### config.mk
export PLATFORM = sky130hd
export DESIGN_NAME = hazard_ctrl
export DESIGN_NICKNAME = d
export VERILOG_FILES = /design/src/rtl/hazard_ctrl.sv
export SDC_FILE = /design/constraint.sdc
export NUM_CORES = 1
export LEC_CHECK = 0
export ABC_CLOCK_PERIOD_IN_PS = 1400
export BUFFER_PORTS_ARGS = -buffer_cell sky130_fd_sc_hd__buf_2
export CAP_MARGIN = 20
export CORE_MARGIN = 4
export CORE_UTILIZATION = 30
export DETAILED_ROUTE_END_ITERATION = 8
export PLACE_DENSITY_LB_ADDON = 0.05
export SLEW_MARGIN = 20
export SYNTH_ARGS = -nofsm -noshare
export SYNTH_HDL_FRONTEND = slang
export SYNTH_SLANG_ARGS = --single-unit
### constraint.sdc
create_clock -name clk -period 1.4 [get_ports clk]
set_input_delay 0.21 -clock clk [delete_from_list [all_inputs] [get_ports clk]]
set_output_delay 0.21 -clock clk [all_outputs]
set_load 0.1 [all_outputs]
### src/rtl/hazard_ctrl.sv
// Pipeline hazard controller: per-stage enables/flushes for memory waits, load-use bubbles
// and taken-branch flushes, with a sticky timeout fault. Optional counters: HAZARD_CTRL_PERF_EN.
module hazard_ctrl #(
  parameter int unsigned TIMEOUT = 16
) (
  input  logic       clk,
  input  logic       reset,
  input  logic [4:0] ifid_rs1,
  input  logic [4:0] ifid_rs2,
  input  logic [4:0] idex_rd,
  input  logic       idex_mem_read,
  input  logic       ex_branch_taken,
  input  logic       mem_req,
  input  logic       mem_ready,
  output logic       pc_en,
  output logic       ifid_en,
  output logic       idex_en,
  output logic       exmem_en,
  output logic       memwb_en,
  output logic       ifid_flush_n,
  output logic       idex_flush_n,
  output logic       exmem_flush_n,
  output logic       memwb_flush_n,
  output logic [1:0] state,
  output logic       fault
`ifdef HAZARD_CTRL_PERF_EN
  ,
  output logic [31:0] stall_cnt,
  output logic [31:0] flush_cnt
`endif
);

  localparam int unsigned CntW = $clog2(TIMEOUT + 1);
  localparam logic [CntW-1:0] TimeoutCnt = CntW'(TIMEOUT);
  localparam logic [CntW-1:0] LastCnt    = CntW'(TIMEOUT - 1);

  typedef enum logic [1:0] {
    StRun     = 2'd0,
    StMemWait = 2'd1,
    StFault   = 2'd2
  } state_e;

  state_e          state_q, state_d;
  logic [CntW-1:0] wait_cnt_q, wait_cnt_d;
  logic            pend_br_q, pend_br_d;

  logic mem_stall;
  logic load_use;
  logic in_fault;
  logic branch_apply;

  assign mem_stall = mem_req & ~mem_ready;
  assign load_use  = idex_mem_read & (idex_rd != 5'd0) &
                     ((idex_rd == ifid_rs1) | (idex_rd == ifid_rs2));
  assign in_fault  = (state_q == StFault);
  // A branch seen while stalled is held in pend_br and applied in the first free cycle.
  assign branch_apply = ~in_fault & ~mem_stall & (ex_branch_taken | pend_br_q);

  always_ff @(posedge clk or negedge reset) begin
    if (!reset) begin
      state_q    <= StRun;
      wait_cnt_q <= '0;
      pend_br_q  <= 1'b0;
    end else begin
      state_q    <= state_d;
      wait_cnt_q <= wait_cnt_d;
      pend_br_q  <= pend_br_d;
    end
  end

  always_comb begin
    state_d    = state_q;
    wait_cnt_d = wait_cnt_q;
    unique case (state_q)
      StRun: begin
        if (mem_stall) begin
          state_d    = StMemWait;
          wait_cnt_d = CntW'(1);
        end
      end
      StMemWait: begin
        if (!mem_stall) begin
          state_d    = StRun;
          wait_cnt_d = '0;
        end else if (wait_cnt_q == LastCnt) begin
          // This edge closes the TIMEOUT-th consecutive waiting cycle.
          state_d    = StFault;
          wait_cnt_d = TimeoutCnt;
        end else begin
          wait_cnt_d = wait_cnt_q + CntW'(1);
        end
      end
      StFault: begin
        state_d = StFault;
      end
      default: begin
        state_d    = StRun;
        wait_cnt_d = '0;
      end
    endcase
  end

  always_comb begin
    pend_br_d = 1'b0;
    if (!in_fault && mem_stall) begin
      pend_br_d = pend_br_q | ex_branch_taken;
    end
  end

  always_comb begin
    pc_en         = 1'b1;
    ifid_en       = 1'b1;
    idex_en       = 1'b1;
    exmem_en      = 1'b1;
    memwb_en      = 1'b1;
    ifid_flush_n  = 1'b1;
    idex_flush_n  = 1'b1;
    exmem_flush_n = 1'b1;
    memwb_flush_n = 1'b1;
    if (in_fault) begin
      pc_en         = 1'b0;
      ifid_en       = 1'b0;
      idex_en       = 1'b0;
      exmem_en      = 1'b0;
      memwb_en      = 1'b0;
      ifid_flush_n  = 1'b0;
      idex_flush_n  = 1'b0;
      exmem_flush_n = 1'b0;
      memwb_flush_n = 1'b0;
    end else if (mem_stall) begin
      // Freeze the pipe; WB gets a bubble so the stalled access is not retired twice.
      pc_en         = 1'b0;
      ifid_en       = 1'b0;
      idex_en       = 1'b0;
      exmem_en      = 1'b0;
      memwb_en      = 1'b0;
      memwb_flush_n = 1'b0;
    end else if (branch_apply) begin
      ifid_flush_n = 1'b0;
      idex_flush_n = 1'b0;
    end else if (load_use) begin
      pc_en        = 1'b0;
      ifid_en      = 1'b0;
      idex_flush_n = 1'b0;
    end
  end

  assign state = state_q;
  assign fault = in_fault;

`ifdef HAZARD_CTRL_PERF_EN
  logic [31:0] stall_cnt_q, flush_cnt_q;
  logic        stall_inc;

  assign stall_inc = ~pc_en & ~in_fault;

  always_ff @(posedge clk or negedge reset) begin
    if (!reset) begin
      stall_cnt_q <= '0;
      flush_cnt_q <= '0;
    end else begin
      if (stall_inc && (stall_cnt_q != 32'hFFFF_FFFF)) begin
        stall_cnt_q <= stall_cnt_q + 32'd1;
      end
      if (branch_apply && (flush_cnt_q != 32'hFFFF_FFFF)) begin
        flush_cnt_q <= flush_cnt_q + 32'd1;
      end
    end
  end

  assign stall_cnt = stall_cnt_q;
  assign flush_cnt = flush_cnt_q;
`endif

endmodule

Word-level counts from Yosys, hierarchy flattened:

Index checks and enable logic that the tools add are counted.

* bits in registers: 8
* output and inout port bits: 12

* add/subtract/negate cells: 1
* eq/ne operators: 7
* mux-type cells: 22
* bitwise logic cells: 10
* reductions and logical operators: 6

Operators by type and width (count)
* 5-bit two-way mux: 3
* 5-bit one-hot mux with 3 select lines: 1
* 1-bit two-way mux: 14
* 5-bit equality test: 2
* 2-bit two-way mux: 3
* 2-bit one-hot mux with 3 select lines: 1
* 5-bit by 1-bit adder with 5-bit output, second input constant: 1
* 1-bit AND: 5
* 5-bit by 4-bit equality test with 1-bit output, second input constant: 1
* 5-bit nonzero test: 1
* 2-bit AND reduction: 2
* 3-bit inequality test, second input constant: 1
* 1-bit inverter: 3
* 2-bit by 1-bit equality test with 1-bit output, second input constant: 1
* 2-bit equality test, second input constant: 1
* 2-bit logical NOT: 1
* 2-bit inequality test, second input constant: 1
* 1-bit OR: 2
* 1-bit logical AND: 1
* 1-bit logical NOT: 1

Logic depth before layout (Yosys ltp):

Gate-level depths: netlist of run 1.

* depth after elaboration: 8
* gate-level depth with buffers: 6

Worst setup path after synthesis of run 1:

OpenSTA, ideal clock, no wires.

* kind: register -> output
* start point: register state_q[0], in the netlist state[0]
* end point: output port pc_en
* stages on the path, launching flop included: 5
* required time: 1190 ps
* slack: -2948 ps
* arrival time: 4138 ps
* cells stage by stage: dfrtp_1 -> nand2b_1 -> nand2_1 -> a31oi_1 -> buf_4

* cells in the longest elaborated chain, start to end: 7

Ends and longest elaborated chain
* start, declared: RTL line 43 `state_e state_q, state_d;`
* start signal, assigned: RTL line 61 `state_q <= StRun;`
* start signal, assigned: RTL line 65 `state_q <= state_d;`
* 2-bit equality test (*): RTL line 55 `assign in_fault = (state_q == StFault);`
* 1-bit inverter (no line)
* 1-bit AND (2 in series): RTL line 57 `assign branch_apply = ~in_fault & ~mem_stall & (ex_branch_taken | pend_br_q);`
* 1-bit two-way mux (2 in series)
* 1-bit two-way mux (*)
* end, declared: RTL line 15 `output logic pc_en,`

Mark *: on every way between the ends. The rest lies on a longest branch, timed or not.

Worst setup path after layout of run 1:

* start point: input port idex_rd[4]
* end point: output port idex_flush_n

* cells in the longest elaborated chain, start to end: 7
* elaborated cells between the ends (all ways): 10
* those cells by class: 2 x eq/ne; 4 x mux; 3 x bitwise; 1 x reduce/logical

Ends and longest elaborated chain
* start, declared: RTL line 10 `input logic [4:0] idex_rd,`
* 5-bit equality test / 5-bit nonzero test (equally long branches): RTL line 54, 53
* 1-bit OR / 1-bit AND (equally long branches): RTL line 54, 53
* 1-bit AND (*): RTL line 53 `assign load_use = idex_mem_read & (idex_rd != 5'd0) &`
* 1-bit two-way mux (*): RTL line 141 `end else if (load_use) begin`
* 1-bit two-way mux (*): RTL line 138 `end else if (branch_apply) begin`
* 1-bit two-way mux (*): RTL line 130 `end else if (mem_stall) begin`
* 1-bit two-way mux (*): RTL line 120 `if (in_fault) begin`
* end, declared: RTL line 21 `output logic idex_flush_n,`

Marks and branches as above.

==> impl_table.tex, run 1 <==
\begin{tabular}{lr}
\hline
Metric & Value \\
\hline
\multicolumn{2}{l}{\textbf{Drt}} \\
\quad Drt first-iter violations & 8 \\
\quad Number of design rule violations left after detail routing & 0 \\
\quad Vias & slightly above 600 \\
\quad Post-DR vias/cell & 4.52 \\
\quad Drt total wl & 1630 um \\
\quad Detailed-routing iteration count for the pre-antenna-repair pass & 4 \\
\quad Average wire length per cell after detail routing & 12.0 um \\
\quad Antenna viol nets, final & 0 \\
\multicolumn{2}{l}{\textbf{Pwr}} \\
\quad Leakage power figure & 0.502 nW \\
\quad Pwr per Cell Area & 727 mW/mm2 \\
\quad Highest ir drop seen on vdd & 0.491 mV \\
\multicolumn{2}{l}{\textbf{Placement}} \\
\quad Number of instances in the placed design & 131 \\
\quad Detailed placement HPWL & 1340 um \\
\quad Pre-CTS setup slack & -0.493 ns \\
\quad Buffers on Ports & 32 \\
\quad RD Place Congestion & 0.745 \\
\multicolumn{2}{l}{\textbf{Floorplanning}} \\
\quad Core area & roughly 0.0018 mm2 \\
\quad Standard-cell rows & 15 \\
\quad Chip height & roughly 52 um \\
\quad Die X-Extent & around 52 um \\
\quad Number of top-level pins & 33 \\
\quad Initial Utilization & 33.0\% \\
\quad Die Outline Area & about 0.0027 mm2 \\
\multicolumn{2}{l}{\textbf{Outcome}} \\
\quad Violations in the final reports & negative setup slack \\
\quad Run status & finished, violations left \\
\multicolumn{2}{l}{\textbf{Timing}} \\
\quad Tightest slew margin relative to the limit & between 70\% and 80\% \\
\quad Slew at the pin closest to its max-slew limit & 0.354 ns \\
\quad Post-route clock period utilization & 126\% \\
\quad Clock period minus final worst setup slack & 1.76 ns \\
\quad Final-layout worst hold slack & 0.306 ns \\
\quad Worst setup margin & -0.362 ns \\
\quad Timing-limited maximum frequency & 0.567 GHz \\
\quad Final count of negative-setup-slack endpoints & 9 \\
\quad Final number of max-transition violations & 0 \\
\quad Number of endpoints with negative hold slack in the final report & 0 \\
\quad Setup repair after global routing missed its margin & yes \\
\quad Maximum clock skew at final layout & approximately 0.0055 ns \\
\multicolumn{2}{l}{\textbf{Yosys}} \\
\quad EDFF count, synth & 0 \\
\quad Share of synthesized registers carrying an async set or reset & 100\% \\
\quad Count of yosys warnings during synthesis & 0 \\
\quad List of most frequent post-synthesis cells & 11 x xnor2\_1, 8 x dfrtp\_1, 7 x nand2\_1 \\
\quad Most common flop cell mapped by yosys & dfrtp\_1 \\
\quad Register area share after synthesis & 34.0\% \\
\quad Post-Syn Nets & 92 \\
\quad Most frequent cell after synthesis & xnor2\_1 \\
\quad Mapped Cells & 69 \\
\quad Top cell type's share of synthesized area & between 30\% and 40\% \\
\quad Netlist cell types & 25 \\
\quad Average instance area after synthesis & 8.52 um2 \\
\quad Count of state elements after synthesis & 8 \\
\quad Largest cells by area after synthesis & dfrtp\_1 34\%, xnor2\_1 16\%, nand3\_1 5.1\%, buf\_4 5.1\%, nand2\_1 4.5\% \\
\quad Largest area contributor in the netlist & dfrtp\_1 \\
\quad Post-synthesis instance area & 588 um2 \\
\multicolumn{2}{l}{\textbf{Layout}} \\
\quad Number of cells in the finished layout apart from fillers & 136 \\
\quad Ratio of cells with drive above 1 in the final layout & 58.6\% \\
\quad Area growth from synthesis to final layout & 97.0\% \\
\quad Final core utilization & between 60\% and 70\% \\
\quad Antenna diode count & 0 \\
\quad Final net count & between 100 and 150 \\
\quad Fill cell total of the finished layout & 156 \\
\multicolumn{2}{l}{\textbf{Global routing}} \\
\quad Initial antenna violation count & 0 \\
\quad Total congestion overflow after global routing & 0 \\
\quad Pin count of the biggest net entering global routing & 13 \\
\quad Via count of the first global-routing pass & between 600 and 700 \\
\quad Total track usage & roughly 14\% \\
\quad First-pass GRT wire length & 2700 um \\
\multicolumn{2}{l}{\textbf{Worst setup path}} \\
\quad Critical path endpoint category & output port \\
\quad Required time at the worst-slack endpoint & about 1.2 ns \\
\quad Start point of the critical path & idex\_rd[4] \\
\quad CP arrival & roughly 1.6 ns \\
\quad Largest driver fanout on the critical path & 2 \\
\quad Start of the worst register-to-register path & state[1]\$\_DFFE\_PN0P\_ \\
\quad Setup crit start kind & input port \\
\quad Type of the worst setup path & input port to output port \\
\multicolumn{2}{l}{\textbf{Clocking}} \\
\quad TritonCTS clock tree & yes \\
\quad TritonCTS Buffers & 3 \\
\quad Clock Tree Buf Depth & 2 \\
\quad Deepest level of the CTS H-tree & 1 \\
\quad Post-CTS clock slew at the launch and capture registers of the worst setup and hold paths & $\sim$0.050 ns \\
\quad Number of clock sinks & 8 \\
\quad Clk\_lat worst skew & 0.26 ns \\
\quad Root buffer cell & clkbuf\_4 \\
\multicolumn{2}{l}{\textbf{Hold path}} \\
\quad Hold WC Path Type & input port to flop \\
\quad HP Start & mem\_ready \\
\multicolumn{2}{l}{\textbf{Job}} \\
\quad Number of max-capacitance violations reported & 0 \\
\hline
\end{tabular}
==> report_power, final <==
part	internal [W]	switching [W]	total, W	leakage [nW]
combinational	0.000175	0.000232	0.000407	0.385
clock	0.0000983	0.0000810	0.000179	0.0138
sequential	0.000248	0.00000904	0.000257	0.104
==> registers in the layout (all words and copies together), names as in the netlist <==
name	flops
pend_br_q	1
state	2
wait_cnt_q	5
==> what timing repair did <==
action                                 CTS  global route
setup endpoints to repair               10            14
resized for setup                       12             8
pin swaps                                5             2
endpoints found under the hold margin    8             0
hold buffers                             1             0
setup buffers                            1             1
==> path summary, 6_finish.rpt <==
path | endpoint | slack [ns] | cells after the start
max | idex_flush_n | -0.36 | 5
min | state[0]$_DFFE_PN0P_ | 0.31 | 3
max in group asynchronous | state[0]$_DFFE_PN0P_ | 0.87 | 2
min reg2reg | wait_cnt_q[4]$_DFFE_PN0P_ | 0.55 | 2
max reg2reg | wait_cnt_q[3]$_DFFE_PN0P_ | 0.02 | 5
min in group asynchronous | wait_cnt_q[3]$_DFFE_PN0P_ | 0.33 | 2
==> stage by stage <==
step                TNS (ns)  area [um2]  power [W]
floorplan              -8.98         654   0.000496
global placement       -1.44        1040   0.000644
detailed placement     -1.57        1040   0.000648
CTS                    -2.33        1130   0.000850
global route           -2.81        1160   0.000900
finish                 -2.22        1160   0.000842
==> placed cells by master, fill, tap and decap left out, types with 2 or more instances in the layout <==
master / n
nand3_1: 5
clkbuf_4: 3
dfrtp_4: 2
o21ai_1: 5
buf_2: 18
dfrtp_1: 6
clkinvlp_4: 2
nor2_4: 2
nor2_1: 3
buf_6: 4
nand2_1: 6
xnor2_1: 11
buf_4: 11
buf_12: 11
ha_2: 2
==> layer usage <==
layer,track usage [%],part of all wire (%)
met1,14.7,37
met2,23.6,51
met3,5.70,10
met4,6.81,2.2
met5,0,0
==> worst max-delay path: stages <==
cell and delay, ns:
buf_6 0.09, or4_4 0.54, o21a_4 0.25, a311oi_4 0.24
buf_12 0.21
==> layout make-up <==
type	count	area, um2	share of cell area (%)
flip-flops and latches	8	208	17.9
well taps	25	31.3	2.70
clock buffers	3	22.5	1.94
inverters	3	18.8	1.62
multi-input cells	52	430	37.1
repair buffers	45	448	38.7
==> cells by family (layout without fill, tap and decap cells) <==
logic type | count (synthesis) | count (layout) | share of synthesized area (%)
AOI/OAI and AO/OA | 12 | 12 | 13.6
adders and majority gates | 2 | 2 | 4.25
DFF | 8 | 8 | 34.0
xor gates and xnor gates | 12 | 12 | 17.9
and+or+nand+nor | 26 | 26 | 21.9
buffers and inverters | 9 | 51 | 8.30
No activity file was read; power rests on OpenSTA's default activity.
==> run 2, diff against run 1 <==
BUFFER_PORTS_ARGS = -buffer_cell sky130_fd_sc_hd__buf_4   (was -buffer_cell sky130_fd_sc_hd__buf_2)
==> run 2 against run 1 <==
Hold slack lost 0.017 ns; highest routed layer is now met3; die area is the same; flip-flop and latch count is the same; total power shrank 0.78%; critical endpoint unchanged; final cell count grew 1.5%; the flow still finishes with violations (negative setup slack); via count is the same; first-iteration DRC count shrank 50%; clock power grew 8%; non-clock buffer count grew 1; register-to-register slack is essentially flat; maximum frequency is essentially flat.
==> impl_table.tex, run 2 (synthesis gave the netlist of run 1 again) <==
\begin{tabular}{lr}
\hline
Metric & Value \\
\hline
\multicolumn{2}{l}{\textbf{Timing}} \\
\quad Post-route clock period utilization & 126\% \\
\quad Number of endpoints with negative hold slack in the final report & 0 \\
\quad Maximum clock skew at final layout & 0.00852 ns \\
\quad Final-layout worst hold slack & 0.289 ns \\
\quad Timing-limited maximum frequency & 0.567 GHz \\
\quad Setup repair after global routing missed its margin & yes \\
\quad Clock period minus final worst setup slack & 1.76 ns \\
\quad Final count of negative-setup-slack endpoints & 9 \\
\quad Final-layout setup total negative slack & -2.47 ns \\
\quad Worst setup margin & -0.362 ns \\
\quad Tightest slew margin relative to the limit & 69.6\% \\
\quad Slew at the pin closest to its max-slew limit & between 0.4 and 0.5 ns \\
\quad Final number of max-transition violations & 0 \\
\multicolumn{2}{l}{\textbf{Worst setup path}} \\
\quad Slowest-stage cell, CP & or4\_4 \\
\quad R2r setup slk & 0.01 ns \\
\quad Critical path endpoint category & output port \\
\quad Start of the worst register-to-register path & state[1]\$\_DFFE\_PN0P\_ \\
\quad Biggest cell delay along the critical path & 0.53 ns \\
\quad CP arrival & 1.55 ns \\
\quad Kind of cell with the highest combined delay on the critical path & simple AND/OR/NAND/NOR gates \\
\quad Path length in cells of the critical path & 5 \\
\quad Setup crit end & idex\_flush\_n \\
\quad Reg-to-reg critical path endpoint & wait\_cnt\_q[3]\$\_DFFE\_PN0P\_ \\
\quad Type of the worst setup path & input port to output port \\
\quad Setup crit start kind & input port \\
\quad Largest driver fanout on the critical path & 2 \\
\quad Number of cells traversed by the worst register-to-register path & 5 \\
\quad Start point of the critical path & idex\_rd[4] \\
\quad Count of buffer and inverter cells on the critical path & 2 \\
\quad Required time at the worst-slack endpoint & 1.19 ns \\
\quad Sequence of cells on the critical path & buf\_6 > or4\_4 > o21a\_4 > a311oi\_4 > buf\_12 \\
\multicolumn{2}{l}{\textbf{Global routing}} \\
\quad Initial antenna violation count & 0 \\
\quad Total congestion overflow after global routing & 0 \\
\quad Pin count of the biggest net entering global routing & 13 \\
\quad Total track usage & 12.1\% \\
\quad First-pass GRT wire length & 2390 um \\
\quad Via count of the first global-routing pass & slightly below 600 \\
\multicolumn{2}{l}{\textbf{Layout}} \\
\quad Final core utilization & 63.7\% \\
\quad Number of cells in the finished layout apart from fillers & 138 \\
\quad Multi-input gate area & 413 um2 \\
\quad Leading cell types in the layout, fill and taps excluded & 33 x buf\_4, 11 x xnor2\_1, 7 x nand2\_1 \\
\quad Final net count & 137 \\
\quad Commonest non-fill, non-tap cell in the layout & buf\_4 \\
\quad Area growth from synthesis to final layout & 93.2\% \\
\quad Flip-flop count of the largest register after layout & 5 \\
\quad Antenna diode count & 0 \\
\quad Sequential standard cell area & 208 um2 \\
\quad Register name with the most flops & wait\_cnt\_q \\
\quad Ratio of cells with drive above 1 in the final layout & between 50\% and 60\% \\
\quad Fill cell total of the finished layout & 158 \\
\multicolumn{2}{l}{\textbf{Floorplanning}} \\
\quad Die X-Extent & 52.3 um \\
\quad Core area & 0.00178 mm2 \\
\quad Number of top-level pins & 33 \\
\quad Die Outline Area & 0.00273 mm2 \\
\quad Standard-cell rows & 15 \\
\quad Initial Utilization & between 30\% and 40\% \\
\quad Chip height & approximately 52 um \\
\multicolumn{2}{l}{\textbf{Clocking}} \\
\quad TritonCTS Buffers & 3 \\
\quad Root buffer cell & clkbuf\_4 \\
\quad Post-CTS clock slew at the launch and capture registers of the worst setup and hold paths & 0.06 ns \\
\quad Deepest level of the CTS H-tree & 1 \\
\quad Clk\_lat worst skew & roughly 0.26 ns \\
\quad Number of clock sinks & 8 \\
\quad Clock Tree Buf Depth & 2 \\
\quad TritonCTS clock tree & yes \\
\multicolumn{2}{l}{\textbf{Hold path}} \\
\quad Hold WC Path Type & input port to flop \\
\multicolumn{2}{l}{\textbf{Drt}} \\
\quad Number of design rule violations left after detail routing & 0 \\
\quad Post-DR vias/cell & $\sim$4.5 \\
\quad Drt first-iter violations & 4 \\
\quad Average wire length per cell after detail routing & 11.6 um \\
\quad Antenna viol nets, final & 0 \\
\quad Vias & 615 \\
\quad Detailed-routing iteration count for the pre-antenna-repair pass & 4 \\
\quad Drt total wl & 1610 um \\
\multicolumn{2}{l}{\textbf{Outcome}} \\
\quad Run status & finished, violations left \\
\quad Violations in the final reports & negative setup slack \\
\multicolumn{2}{l}{\textbf{Pwr}} \\
\quad Total power of the final layout & 0.000836 W \\
\quad Pwr per Cell Area & $\sim$740 mW/mm2 \\
\quad Leakage power figure & 0.500 nW \\
\quad Highest ir drop seen on vdd & 0.615 mV \\
\multicolumn{2}{l}{\textbf{Placement}} \\
\quad RD Place Congestion & 0.651 \\
\quad Detailed placement HPWL & around 1200 um \\
\quad Buffers on Ports & 32 \\
\quad Number of instances in the placed design & 131 \\
\multicolumn{2}{l}{\textbf{Job}} \\
\quad Number of max-capacitance violations reported & 0 \\
\hline
\end{tabular}
==> run 2: changes by cell type in the layout (fill, tap and decap cells not counted), moves of 3 or more <==
| cell | change |
|---|---|
| buf_4 | +22 |
| buf_2 | -18 |
| buf_12 | -7 |
| buf_8 | +3 |
==> run 2: stage by stage <==
step,instance area (um2),setup WS (ns)
global route,1140,-0.385
CTS,1080,-0.353
global placement,958,-0.523
finish,1140,-0.362
detailed placement,958,-0.519
floorplan,654,-1.52
==> run 2: repair_timing <==
item / in CTS / in global routing
setup endpoints to repair: 11 / 14
hold endpoints to repair: 8 / 0
gates resized for setup: 22 / 11
hold buffers: 1 / 0
cloned: 0 / 0
pin swaps: 4 / 2
setup buffers: 1 / 2
==> run 2: worst min-delay path by stage <==
stage                     cells past startpoint  slack, ns  startpoint                   endpoint
final                                         3       0.29   mem_ready       state[0]$_DFFE_PN0P_
after global routing                          2       0.30       reset       state[0]$_DFFE_PN0P_
after CTS                                     3       0.27   mem_ready       state[0]$_DFFE_PN0P_
after detailed placement                      1       0.03       reset  wait_cnt_q[4]$_DFFE_PN0P_
after global placement                        1       0.03       reset  wait_cnt_q[4]$_DFFE_PN0P_
after floorplan                               0      -0.09       reset        pend_br_q$_DFF_PN0_
==> run 2: per-layer routing <==
metal | GRT usage (%) | up-vias | part of all wire (%)
met4 | 2.55 | 0 | 0
li1 | - | 321 | -
met2 | 20.5 | 24 | 52
met3 | 6.55 | 0 | 8.7
met1 | 13.1 | 270 | 40
met5 | 0 | - | 0
==> run 2: worst reg2reg max path, delay by kind of cell, from the launching register on <==
kind	cells	cell delay, ns
AOI/OAI and AO/OA	1	0.08
buffers and inverters	1	0.12
DFF	1	0.49
and+or+nand+nor	3	0.61
==> run 2: final cells by class <==
class	instances	share of cell area, %
clock buffers	4	2.31
flip-flops and latches	8	18.3
multi-input cells	52	36.3
repair buffers	46	38.7
well taps	25	2.75
inverters	3	1.65
==> run 2: power breakdown <==
part | internal (W) | switching, W
sequential | 0.000248 | 0.00000982
clock | 0.000109 | 0.0000835
combinational | 0.000162 | 0.000223
